$ cat src/rtl/logic_fnct_seq.sv
// ---------------------------------------------------------------------------
// logic_fnct_seq : key debouncer, vector sequencer and self-checker for the
// two-input logic-function LED unit. Option: LOGIC_FNCT_SEQ_STATUS_LED_EN.
// Rev 1.0
// ---------------------------------------------------------------------------
`default_nettype none

module logic_fnct_seq #(
  parameter int DEBOUNCE_CYCLES = 500000,
  parameter int SETTLE_CYCLES   = 4,
  parameter int HOLD_CYCLES     = 25000000
) (
  input  logic       clk,
  input  logic       rst_n,
  input  logic [1:0] key_n,
  input  logic       start,
  input  logic [9:0] fn_led,
  output logic [1:0] fn_key,
  output logic [9:0] led,
  output logic       busy,
  output logic       pass,
  output logic       fail,
  output logic [3:0] fail_mask,
  output logic [1:0] vec_idx
);

  localparam int DBW = $clog2(DEBOUNCE_CYCLES) + 1;
  localparam int SW  = $clog2(SETTLE_CYCLES) + 1;
  localparam int HW  = $clog2(HOLD_CYCLES) + 1;

  typedef enum logic [2:0] {
    S_IDLE   = 3'd0,
    S_APPLY  = 3'd1,
    S_SETTLE = 3'd2,
    S_CHECK  = 3'd3,
    S_HOLD   = 3'd4,
    S_DONE   = 3'd5
  } state_t;

  function automatic logic [9:0] expected_led(input logic [1:0] v);
    case (v)
      2'd0:    expected_led = 10'h3E4;
      2'd1:    expected_led = 10'h0DA;
      2'd2:    expected_led = 10'h0FE;
      default: expected_led = 10'h003;
    endcase
  endfunction

  // Key path: 2-flop synchronizer, then per-bit debounce counter
  logic [1:0] sync1_q, sync2_q, deb_q, deb_d;

  always_ff @(posedge clk) begin
    if (!rst_n) begin
      sync1_q <= 2'b11;
      sync2_q <= 2'b11;
      deb_q   <= 2'b11;
    end else begin
      sync1_q <= key_n;
      sync2_q <= sync1_q;
      deb_q   <= deb_d;
    end
  end

  for (genvar i = 0; i < 2; i++) begin : g_deb
    logic [DBW-1:0] cnt_q, cnt_d;
    logic           bit_d;

    always_comb begin
      cnt_d = '0;
      bit_d = deb_q[i];
      if (sync2_q[i] != deb_q[i]) begin
        if (cnt_q == DBW'(DEBOUNCE_CYCLES - 1)) begin
          bit_d = sync2_q[i];
        end else begin
          cnt_d = cnt_q + 1'b1;
        end
      end
    end

    always_ff @(posedge clk) begin
      if (!rst_n) cnt_q <= '0;
      else        cnt_q <= cnt_d;
    end

    assign deb_d[i] = bit_d;
  end

  // Sequencer
  state_t        state_q, state_d;
  logic [1:0]    vec_q, vec_d;
  logic [3:0]    mask_q, mask_d;
  logic [SW-1:0] settle_q, settle_d;
  logic [HW-1:0] hold_q, hold_d;

  always_ff @(posedge clk) begin
    if (!rst_n) begin
      state_q  <= S_IDLE;
      vec_q    <= 2'd0;
      mask_q   <= 4'd0;
      settle_q <= '0;
      hold_q   <= '0;
    end else begin
      state_q  <= state_d;
      vec_q    <= vec_d;
      mask_q   <= mask_d;
      settle_q <= settle_d;
      hold_q   <= hold_d;
    end
  end

  always_comb begin
    state_d  = state_q;
    vec_d    = vec_q;
    mask_d   = mask_q;
    settle_d = settle_q;
    hold_d   = hold_q;
    case (state_q)
      S_IDLE, S_DONE: begin
        if (start) begin
          vec_d   = 2'd0;
          mask_d  = 4'd0;
          state_d = S_APPLY;
        end
      end
      S_APPLY: begin
        settle_d = SW'(SETTLE_CYCLES);
        state_d  = S_SETTLE;
      end
      // Leave on the cycle the counter reaches 0 so SETTLE lasts SETTLE_CYCLES
      S_SETTLE: begin
        if (settle_q <= SW'(1)) begin
          settle_d = '0;
          state_d  = S_CHECK;
        end else begin
          settle_d = settle_q - 1'b1;
        end
      end
      S_CHECK: begin
        if (fn_led != expected_led(vec_q)) mask_d[vec_q] = 1'b1;
        hold_d  = HW'(HOLD_CYCLES);
        state_d = S_HOLD;
      end
      S_HOLD: begin
        if (hold_q <= HW'(1)) begin
          hold_d = '0;
          if (vec_q == 2'd3) begin
            state_d = S_DONE;
          end else begin
            vec_d   = vec_q + 2'd1;
            state_d = S_APPLY;
          end
        end else begin
          hold_d = hold_q - 1'b1;
        end
      end
      default: state_d = S_IDLE;
    endcase
  end

  assign busy      = (state_q == S_APPLY) || (state_q == S_SETTLE) ||
                     (state_q == S_CHECK) || (state_q == S_HOLD);
  assign pass      = (state_q == S_DONE) && ~|mask_q;
  assign fail      = (state_q == S_DONE) &&  |mask_q;
  assign fail_mask = mask_q;
  assign vec_idx   = vec_q;
  assign fn_key    = busy ? ~vec_q : deb_q;

`ifdef LOGIC_FNCT_SEQ_STATUS_LED_EN
  // Status shown once on entering DONE; any debounced key change or start drops it
  logic status_q, status_d;

  always_comb begin
    status_d = status_q;
    if ((deb_d != deb_q) || start) status_d = 1'b0;
    if ((state_q == S_HOLD) && (state_d == S_DONE)) status_d = 1'b1;
  end

  always_ff @(posedge clk) begin
    if (!rst_n) status_q <= 1'b0;
    else        status_q <= status_d;
  end

  always_comb begin
    led = fn_led;
    if ((state_q == S_DONE) && status_q) begin
      led = pass ? 10'h3FF : {6'b0, mask_q};
    end
  end
`else
  assign led = fn_led;
`endif

endmodule

`default_nettype wire

$ cat config.mk
export PLATFORM = sky130hd
export DESIGN_NAME = logic_fnct_seq
export DESIGN_NICKNAME = d
export VERILOG_FILES = /design/src/rtl/logic_fnct_seq.sv
export SDC_FILE = /design/constraint.sdc
export NUM_CORES = 1
export LEC_CHECK = 0
export BUFFER_PORTS_ARGS = -buffer_cell sky130_fd_sc_hd__buf_2
export CAP_MARGIN = 30
export CORE_AREA = 2 2 65 114
export CTS_BUF_LIST = sky130_fd_sc_hd__clkbuf_4 sky130_fd_sc_hd__clkbuf_8 sky130_fd_sc_hd__clkbuf_16
export CTS_CLUSTER_DIAMETER = 100
export DETAILED_ROUTE_END_ITERATION = 10
export DIE_AREA = 0 0 67 116
export HOLD_SLACK_MARGIN = 0.1
export PLACE_DENSITY = 0.87
export SYNTH_ARGS = -nofsm -noshare
export SYNTH_HDL_FRONTEND = slang
export SYNTH_SLANG_ARGS = --single-unit
$ cat constraint.sdc
create_clock -name clk -period 5.4 [get_ports clk]
set_clock_uncertainty 0.05 [all_clocks]
set_input_delay 0.27 -clock clk [delete_from_list [all_inputs] [get_ports clk]]
set_output_delay 0.27 -clock clk [all_outputs]
set_load 0.05 [all_outputs]
Yosys cells after proc, flatten, opt, wreduce, memory -nomap -nowiden
Index checks and enable logic that the tools add are counted.

Register bits after elaboration: 84. Logic and storage cells: 86.

Bitwise logic cells: 5. Reductions and logical operators: 22. $add $sub $neg: 5. Order comparisons: 4. Mux-type cells: 21. Equality and inequality tests: 18.

Operator list (count): $pmux 26 s2 (1); $add 20x1->20 const B (2); $eq 20x19->1 const B (2); $pmux 10 s3 (1); $le 26x1->1 const B (1); $mux 26 (1); $sub 26x1->26 const B (1); $mux 3 (5); $pmux 3 s5 (1); $mux 10 (1); $ne 10x10->1 (1); $ne 2x2->1 const B (5); $mux 2 (4); $mux 4 (2); $pmux 4 s2 (1); $reduce_bool 2->1 (4); $eq 3x2->1 const B (2); $eq 3x3->1 const B (2); $pmux 3 s2 (1); $reduce_and 3->1 (2); $reduce_or 3->1 (2); $eq 2x2->1 const B (2); $or 4x4->4 (1); $pmux 2 s2 (1); other kinds (21) (29).

Longest topological paths before layout
Word-level depth: 7. Gate-level depth with buffers: 8. Depth with buffers taken out: 8.

Least setup slack after synthesis
No wires, ideal clock.

Path type: register -> output. Start point: register state_q[1]. End point: output fn_key[0]. Data required time: 5.080 ns. Stages on the path, launching flop included: 5. Slack: 2.865 ns. Data arrival time: 2.215 ns. Cell sequence: dfxtp_1 -> clkbuf_1 -> nor2_1 -> xnor2_1 -> mux2_2.

Cells in the longest elaborated chain, start to end: 5.

Ends and longest elaborated chain: from (decl) (RTL line 89) `state_t state_q, state_d;`; from (signal assigned) (RTL line 103) `state_q <= state_d;`; $eq 3x1->1 / $eq 3x2->1 (equally long branches) (RTL line 160) `assign busy = (state_q == S_APPLY) || (state_q == S_SETTLE) ||`; $logic_or 1x1->1 (2 in series) (RTL line 160); $logic_or 1x1->1 (*) (RTL line 161) `(state_q == S_CHECK) || (state_q == S_HOLD);`; named net busy (RTL line 20) `output logic busy,`; $mux 2 (*) (RTL line 166) `assign fn_key = busy ? ~vec_q : deb_q;`; to (decl) (RTL line 18) `output logic [1:0] fn_key,`.

Mark *: on every way through the listed nets, which the timed path passes. The rest lies on a longest branch.

Worst setup path after layout
Start point: register state_q[2]. End point: register hold_q[9].

Cells in the longest elaborated chain, start to end: 2.

Ends and longest elaborated chain: $eq 3x3->1 / $eq 3x2->1 (equally long branches) (RTL line 117) `case (state_q)`; $pmux 26 s2 / $reduce_bool 2->1 (equally long branches); to (signal assigned) (RTL line 107) `hold_q <= hold_d;`; to (decl) (RTL line 93) `logic [HW-1:0] hold_q, hold_d;`.

Parallel ways exist; a longest one is shown, timed or not. A chain may end at the register's enable or synchronous reset.

==> impl_metrics.toml <==
[outcome]
status = "finished clean"

[global_routing]
grt_pass1_wl_um = 18100
grt_pass1_vias = 4023
grt_max_degree = 24
antenna_found_initial = 0
track_usage_pct = 30.6
grt-ovfl-total = 0

[critical_path]
r2r_slack_ns = 2.56
worst_setup_path_end_kind = "flip-flop"
r2r_end = "hold_q[9]"
worstPathArrival_ns = 3.08
r2r_cells = 6
start_kind = "flip-flop"
worstReg2RegStart = "state_q[2]"
required_ns = 5.64
path_class = "reg2reg"
worstPathMaxFanout = 14

[worst_hold_path]
hold_depth = 2
hold_start = "rst_n"
worstHoldEndpoint = "deb_q[0]"
min-delay-path-class = "in2reg"

[route]
finalWirelength_um = 11100
wl_met2_um = 6120
vias = 4036
drt-met1-wl_um = 3760
highest-signal-layer = "met4"
route.detailed.drc = 0
ant_nets = 0
drt_iter0_markers = 361
wl_per_cell_um = 17.3
drt_first_pass_iters = 6
viasPerCell = 6.30
dr_wl_met3_um = 585

[cts]
cts_buffer_depth = 2
htreeDepth = 3
clock_latency_ns = 0.35
cts_tree = "built"
post-cts-setup-buffer-count = 0
cts_buffers = 9
cts.sinks = 84
root_buffer = "clkbuf_16"
cts.clk_slew.worst_paths_ns = 0.06

[timing]
slew_violations = 0
grt_setup_unrepaired = "false"
hold_violations = 0
worst_slew_pin_slew_ns = 0.810
slew_headroom_pct = 45.6
fin_setup_tns_ns = 0
finalCritPeriodShare_pct = 52.6
setup_viol = 0
max_freq_mhz = 352
post-route-min-period_ns = 2.84

[floorplan]
io_pins = 36
row_count = 40
initial_core_util_pct = 63.0
chipWidth_um = 67
core_mm2 = 0.00681
chipHeight_um = 116
die-area_mm2 = 0.00777

[synthesis]
ys_seq_area_share_pct = 39.2
syn-num-nets = 554
ys_seq_elements = 84
synth_edf_count = 0
yosysWarnings = 0
async_reset_ff_share_pct = 0
synth_area_per_cell_um2 = 8.13
ys_types = 57
synth-main-ff-cell = "dfxtp_1"
netlist_area_mm2 = 0.00429
synthCells = 527

[power]
power.share.clock_pct = 22.0
p_per_area_mw_per_mm2 = 658
sequentialPowerShare_pct = 27.8
p_int_uw = 1690
p_comb_share_pct = 50.3
p_leak_uw = 0.00171
netSwitchingPower_uw = 1470
swShare_pct = 46.6
vdd_drop_max_mv = 0.627

[place]
placed_area_mm2 = 0.00444
io_buffers = 35
place.gp.congestion = 1.04
dp_hpwl_um = 8030

[layout]
diodes = 0
design_area_mm2 = 0.00480
drive_gt1_share_pct = 12.2
syn_to_final_growth_pct = 12.1
nets = 579

[run]
drv_cap = 0
timing repair:
action | CTS | global route
hold buffers | 2 | 0
gates resized for setup | 0 | 0
hold endpoints to repair | 2 | 0
cell usage after synthesis (all sizes together), types with 4 or more instances:
cell	count	area, um^2
o21ai	15	78.8
nand4	15	93.8
xor2	22	193
clkbuf	13	48.8
nor4	15	100
o211ai	5	42.5
buf	10	75.1
dfxtp	84	1680
ha	12	150
nor2b	4	25.0
nand3	25	125
mux2	4	45.0
nor3	18	101
or3	7	48.8
nor2	95	364
a31oi	13	81.3
o22ai	5	31.3
xnor2	23	201
nand2	49	184
a21oi	22	110
nand2b	8	50.1
or4	7	63.8
inv	15	56.3
critical path, stage by stage (launching register included):
cell	delay [ns]
dfxtp_1	0.59
nand2b_1	0.18
nor2_1	0.63
nand2_1	0.30
nor2_1	0.48
or4b_1	0.48
nand3_1	0.08
placed cells by master, fill, tap and decap left out, types with 2 or more instances in the layout:
cell	instances
dfxtp_1	84
a21o_1	2
or2_2	2
xor2_1	22
nand3_1	25
bufinv_16	2
and4_1	3
xnor2_1	23
mux2_2	4
nand4_1	15
ha_1	12
a31oi_1	13
o211ai_1	4
o21bai_1	2
inv_1	15
nand2b_1	8
and2_1	2
and3_1	2
a211oi_1	3
clkbuf_8	3
o41ai_1	2
nor2_1	94
buf_2	35
o22ai_1	5
nand2_1	49
nor2b_1	4
mux2i_1	2
o21ai_0	14
clkbuf_16	9
a21oi_1	22
or3_1	6
nor3_1	17
nor4_1	14
or4_4	3
or4_1	4
o31ai_1	3
dlygate4sd3_1	2
a31o_1	2
cells by family after synthesis:
family / Yosys count / share of synthesized area, %
AO/OA/AOI/OAI: 83 / 12.4
XOR/XNOR: 45 / 9.20
adder cells (fa/ha/maj): 12 / 3.50
buffers and inverters: 38 / 4.20
flip-flops: 84 / 39.2
multiplexers: 6 / 1.52
AND/OR/NAND/NOR: 259 / 29.9
per-layer routing:
metal,global-route usage (%),up-vias
met5,0,-
met4,19.9,0
met3,7.57,61
met2,55.2,179
met1,29.9,1887
li1,-,1909
layout make-up:
cell class | instances | area, um^2
Tap cell | 84 | 105
Multi-Input combinational cell | 405 | 2420
Sequential cell | 84 | 1680
Clock inverter | 3 | 67.6
Fill cell | 529 | 2000
Clock buffer | 13 | 274
Timing Repair Buffer | 37 | 195
Inverter | 15 | 56.3
state kept, by name, summed over array words and instances (netlist names):
| register | count |
|---|---|
| hold_q | 26 |
| deb_q | 2 |
| fail_mask | 4 |
| g_deb.cnt_q | 40 |
| state_q | 3 |
| sync2_q | 2 |
| vec_idx | 2 |
| settle_q | 3 |
| sync1_q | 2 |
worst max-delay path by stage:
stage                     startpoint         end  cells past startpoint
after detailed placement  state_q[2]   hold_q[9]                      6
after global placement    state_q[2]   hold_q[9]                      6
after CTS                 state_q[2]   hold_q[9]                      6
final                     state_q[2]   hold_q[9]                      6
after floorplan           state_q[1]   fn_key[0]                      4
after global routing      hold_q[18]  state_q[0]                      6
per-stage QoR:
stage               std cells  util (%)  power, uW  hold slack, ns  setup slack [ns]
floorplan                 527         -       2000           0.293              2.86
global placement          623      65.3       2390           0.347              2.74
detailed placement        623      65.3       2390           0.356              2.67
CTS                       641      70.6       3090           0.222              2.66
global route              641      70.6       3330           0.254              2.33
finish                    641      70.6       3160           0.231              2.56
power by group through the flow:
stage	logic [uW]	clock network, uW	registers, uW
2_1_floorplan	1170	0	833
3_3_place_gp	1520	0	871
3_5_place_dp	1510	0	880
4_1_cts	1520	701	867
5_1_grt	1710	729	888
6_report	1590	694	877
No activity file was read; power rests on OpenSTA's default activity.
